<file path="config.mk">
export PLATFORM = sky130hd
export DESIGN_NAME = commutator
export DESIGN_NICKNAME = d
export VERILOG_FILES = /design/src/rtl/ebike_pkg.sv /design/src/rtl/hall_sync.sv /design/src/rtl/commutator.sv
export SDC_FILE = /design/constraint.sdc
export NUM_CORES = 1
export LEC_CHECK = 0
export BUFFER_PORTS_ARGS = -buffer_cell sky130_fd_sc_hd__buf_2
export CORE_MARGIN = 2
export CORE_UTILIZATION = 35
export DETAILED_ROUTE_END_ITERATION = 12
export PLACE_DENSITY = 0.52
export SLEW_MARGIN = 20
export SYNTH_ARGS = -nofsm -noshare
export SYNTH_HDL_FRONTEND = slang
export SYNTH_SLANG_ARGS = --single-unit
</file>
<file path="constraint.sdc">
create_clock -name clk -period 2.6 [get_ports clk]
set_input_delay 0.39 -clock clk [delete_from_list [all_inputs] [get_ports clk]]
set_output_delay 0.39 -clock clk [all_outputs]
set_load 0.01 [all_outputs]
</file>
<file path="src/rtl/ebike_pkg.sv">
// Shared e-bike motor-drive definitions: phase-select encoding, duty constants,
// commutation mode encoding and the Hall-code commutation table.
package ebike_pkg;

    typedef enum logic [1:0] {
        HIGH_Z    = 2'b00,
        REV_CURR  = 2'b01,
        FRWD_CURR = 2'b10,
        BRAKE     = 2'b11
    } sel_t;

    // Bit 1 alone marks STALL so the stall output is a direct flop bit.
    typedef enum logic [1:0] {
        MODE_RUN   = 2'b00,
        MODE_BRAKE = 2'b01,
        MODE_STALL = 2'b10
    } mode_t;

    typedef struct packed {
        sel_t grn;
        sel_t ylw;
        sel_t blu;
    } sel3_t;

    localparam logic [10:0] BRAKE_DUTY  = 11'h600;
    localparam logic [10:0] DUTY_OFFSET = 11'h400;

    function automatic logic hall_valid(input logic [2:0] rot);
        return (rot != 3'b000) && (rot != 3'b111);
    endfunction

    function automatic sel3_t commutate(input logic [2:0] rot);
        sel3_t s;
        s = '{grn: HIGH_Z, ylw: HIGH_Z, blu: HIGH_Z};
        case (rot)
            3'b101:  s = '{grn: FRWD_CURR, ylw: REV_CURR,  blu: HIGH_Z};
            3'b100:  s = '{grn: FRWD_CURR, ylw: HIGH_Z,    blu: REV_CURR};
            3'b110:  s = '{grn: HIGH_Z,    ylw: FRWD_CURR, blu: REV_CURR};
            3'b010:  s = '{grn: REV_CURR,  ylw: FRWD_CURR, blu: HIGH_Z};
            3'b011:  s = '{grn: REV_CURR,  ylw: HIGH_Z,    blu: FRWD_CURR};
            3'b001:  s = '{grn: HIGH_Z,    ylw: REV_CURR,  blu: FRWD_CURR};
            default: s = '{grn: HIGH_Z,    ylw: HIGH_Z,    blu: HIGH_Z};
        endcase
        return s;
    endfunction

endpackage

</file>
<file path="src/rtl/hall_sync.sv">
// Two-flop synchronizer bringing the three asynchronous Hall inputs into clk.
module hall_sync (
    input  logic       clk,
    input  logic       rst_n,
    input  logic [2:0] hall_in,
    output logic [2:0] hall_out
);

    logic [2:0] meta;

    always_ff @(posedge clk) begin
        if (!rst_n) begin
            meta     <= '0;
            hall_out <= '0;
        end else begin
            meta     <= hall_in;
            hall_out <= meta;
        end
    end

endmodule

</file>
<file path="src/rtl/commutator.sv">
// Six-step BLDC commutator: maps synchronized Hall code to phase selects and
// duty at PWM period starts, with immediate brake and stall detection.
module commutator
    import ebike_pkg::*;
#(
    parameter int STALL_PERIODS = 1024
) (
    input  logic        clk,
    input  logic        rst_n,
    input  logic        hallGrn,
    input  logic        hallYlw,
    input  logic        hallBlu,
    input  logic        brake_n,
    input  logic [11:0] drive_mag,
    input  logic        PWM_synch,
    output logic [10:0] duty,
    output logic [1:0]  selGrn,
    output logic [1:0]  selYlw,
    output logic [1:0]  selBlu,
    output logic        stall,
    output logic        hall_err
);

    localparam int CW = $clog2(STALL_PERIODS + 1);
    localparam logic [CW-1:0] CNT_MAX = CW'(STALL_PERIODS);

    logic [2:0]    rotation;
    logic [2:0]    last_rot;
    logic [CW-1:0] stall_cnt;
    logic [CW-1:0] cnt_inc;
    mode_t         mode;
    logic          same, active, valid, stall_hit;
    sel3_t         comm;

    hall_sync u_hall_sync (
        .clk      (clk),
        .rst_n    (rst_n),
        .hall_in  ({hallGrn, hallYlw, hallBlu}),
        .hall_out (rotation)
    );

    assign stall = mode[1];

    always_comb begin
        same      = (rotation == last_rot);
        active    = (drive_mag != '0);
        valid     = hall_valid(rotation);
        cnt_inc   = (stall_cnt >= CNT_MAX) ? stall_cnt : stall_cnt + CW'(1);
        stall_hit = same && active && (cnt_inc >= CNT_MAX);
        comm      = commutate(rotation);
    end

    always_ff @(posedge clk) begin
        if (!rst_n) begin
            mode      <= MODE_RUN;
            last_rot  <= '0;
            stall_cnt <= '0;
            hall_err  <= 1'b0;
            duty      <= '0;
            selGrn    <= HIGH_Z;
            selYlw    <= HIGH_Z;
            selBlu    <= HIGH_Z;
        end else if (!brake_n) begin
            mode      <= MODE_BRAKE;
            stall_cnt <= '0;
            hall_err  <= 1'b0;
            duty      <= BRAKE_DUTY;
            selGrn    <= BRAKE;
            selYlw    <= BRAKE;
            selBlu    <= BRAKE;
            if (PWM_synch)
                last_rot <= rotation;
        end else begin
            hall_err <= 1'b0;
            // Outside a PWM period start everything holds, including BRAKE after release.
            if (PWM_synch) begin
                last_rot  <= rotation;
                stall_cnt <= (same && active) ? cnt_inc : '0;
                mode      <= stall_hit ? MODE_STALL : MODE_RUN;
                if (!valid || stall_hit || !active) begin
                    hall_err <= !valid;
                    duty     <= '0;
                    selGrn   <= HIGH_Z;
                    selYlw   <= HIGH_Z;
                    selBlu   <= HIGH_Z;
                end else begin
                    duty   <= DUTY_OFFSET + {1'b0, drive_mag[11:2]};
                    selGrn <= comm.grn;
                    selYlw <= comm.ylw;
                    selBlu <= comm.blu;
                end
            end
        end
    end

endmodule
</file>
==> reports/metrics.yaml <==
wl_um: 3540
antenna_found_initial: 0
status: "finished clean"
yosysTopAreaCellShare_pct: 47.9
wire_per_inst_um: 13.8
syn_nets: 186
start_util_pct: 36.9
cp_top_family: "compound AO/OA/AOI/OAI gates"
slowest_stage: "a311oi_4"
fp.dieArea_um2: 5220
seq_area_frac_synth_pct: 47.9
path_cells: "ha_1 -> and2_1 -> a41o_1 -> a311oi_4 -> a22o_1"
cts_setup_buffers: 0
drcViolationCount: 0
maxSlewViolCount: 0
fin_skew_ps: 7.49
worstSetupStartpointType: "flip-flop"
fin_hold_ws_ps: 310
ios: 38
ff2ff_path_depth: 5
p_leak_nw: 0.832
synth_edf_count: 0
path_buf_inv: 0
die_h_um: 72.3
drt_iter0_drc: 69
die_w_um: 72.3
vias_per_cell: 5.09
cts_sinks: 39
ir_worst_vdd_v: 0.000202
timing.slew.headroom_pct: 63.0
fp.coreArea_um2: 4410
clkLatencyLatePin_ps: 280
post-synth-top-count-cell: "dfxtp_1"
drive_above_1_share_pct: 23.5
cts_hold_buf: 0
postSynthCellCount: 165
async_flop_share_pct: 0
numCtsBuffers: 5
grt_pass1_wl_um: 5930
tightest_slew_ps: 553
ant_nets: 0
max_cap_viol_count: 0
ys_top_cells_by_area: "dfxtp_1 (48%), a32o_1 (4.9%), a22o_1 (4.8%)"
ys_ff_latch: 39
firstDrtPassIters: 4
cp_max_fo: 9
fin_nets: 224
critPathKind: "reg -> reg"
ys_warn_count: 0
clock.fmax_ghz: 0.538
syn_to_final_growth_pct: 18.6
io_buffers: 37
ys_top_cells_by_count: "dfxtp_1 (39), nor3_1 (11), inv_1 (10), nor2b_1 (10)"
gp_congestion: 0.758
synth_area_leader_cell: "dfxtp_1"
hold_violations: 0
cts_resized: 0
synth.avg_cell_area_um2: 9.88
clock_tree.buffer_depth: 2
grt_pass1_vias: 1257
rsz0062_at_grt: "false"
h-tree-depth: 2
grt.total_usage_pct: 14.5
dr_total_vias: 1302
power.density_nw_per_um2: 581
clkSlewWorstSetupHoldPaths_ps: 70
fin_crit_sh_pct: 71.5
cts_tree: "done"
tns_ps: 0
end_kind: "flip-flop"
grt_overflow: 0
antenna-diode-count: 0
path_depth: 5
grt_max_degree: 22
hp-class: "in -> reg"
setup_viol: 0
fin_crit_ps: 1860
ys_types: 31
crit_required_ps: 2830
synth_area_um2: 1630
hold_depth: 2
rows: 24
arrival_ps: 2090
max_stage_delay_ps: 490
clockRootBuffer: "clkbuf_8"
dp_hpwl_um: 2520
synthFlopType: "dfxtp_1"
area by class of cell:
class / count / area [um^2]
Clock inverter: 1 / 5.00
Timing Repair Buffer: 38 / 193
Sequential cell: 39 / 781
Multi-Input combinational cell: 109 / 776
Fill cell: 459 / 2480
Inverter: 10 / 37.5
Clock buffer: 7 / 76.3
Tap cell: 52 / 65.1
worst paths after layout:
check / from / end / slack (ps)
setup / recovery: stall_cnt[0]$_SDFFE_PN0P_ / duty[4]$_SDFFE_PN0P_ / 740
hold / removal: hallGrn / u_hall_sync.meta[2]$_SDFF_PN0_ / 310
setup reg to reg: stall_cnt[0]$_SDFFE_PN0P_ / duty[4]$_SDFFE_PN0P_ / 740
hold reg to reg: u_hall_sync.meta[2]$_SDFF_PN0_ / u_hall_sync.hall_out[2]$_SDFF_PN0_ / 440
stage by stage:
stage | cell area [um^2] | instances | util, % | setup WS [ps] | power (W)
after CTS | 1930 | 256 | 43.8 | 728 | 0.00114
after global placement | 1850 | 248 | 42.0 | 779 | 0.000749
after global routing | 1930 | 256 | 43.8 | 631 | 0.00118
final | 1930 | 256 | 43.8 | 741 | 0.00112
after floorplan | 1630 | 165 | - | 940 | 0.000710
after detailed placement | 1850 | 248 | 42.0 | 686 | 0.000753
worst register-to-register path, cell delays in order, from the launching register on:
cell and delay, ps:
dfxtp_1 390, ha_1 280, and2_1 170, a41o_1 280, a311oi_4 490, a22o_1 200
kinds of logic (layout without fill, tap and decap cells):
logic type	Yosys count	in the layout	synth area share (%)
AOI/OAI and AO/OA	31	31	16.2
xor gates and xnor gates	12	12	6.45
adders and majority gates	2	2	1.53
buffers and inverters	17	56	4.53
DFF	39	39	47.9
muxes	3	3	1.84
and+or+nand+nor	61	61	21.6
report_power, final:
part           switching [W]  internal [W]  total (W)
clock               0.000196      0.000188   0.000385
sequential         0.0000128      0.000617   0.000629
combinational      0.0000611     0.0000470   0.000108
sequential cells by signal, summed over array words and instances (netlist names):
name                  flops
selBlu                    2
duty                     11
hall_err                  1
mode                      1
u_hall_sync.hall_out      3
last_rot                  3
stall_cnt                11
selGrn                    2
u_hall_sync.meta          3
selYlw                    2
layout by cell type (no fill, tap or decap), types with 2 or more instances in the layout:
cell type / synthesis / layout
a32o_1: 8 / 8
and2_1: 8 / 8
inv_1: 10 / 10
clkbuf_1: 4 / 2
ha_1: 2 / 2
nor4_1: 4 / 4
xor2_1: 9 / 9
nand2b_1: 3 / 3
nor3_1: 11 / 11
clkbuf_8: 0 / 5
o22ai_1: 2 / 2
nand2_1: 6 / 6
mux2i_1: 3 / 3
dfxtp_1: 39 / 39
buf_2: 2 / 37
nand4_1: 4 / 4
o21ai_0: 8 / 8
nor2_1: 3 / 3
nand3_1: 4 / 4
a22o_1: 9 / 9
nor2b_1: 10 / 10
xnor2_1: 3 / 3
and3_1: 4 / 4
metal layers:
metal / wire length (um) / GRT usage (%) / share of wire (%) / vias to the layer above
li1: - / - / - / 662
met3: 194 / 4.72 / 5.5 / 5
met5: 0 / 0 / 0 / -
met4: 47 / 4.40 / 1.3 / 0
met2: 1680 / 24.2 / 47 / 27
met1: 1620 / 17.7 / 46 / 608
Power figures use the tool's default switching activity.
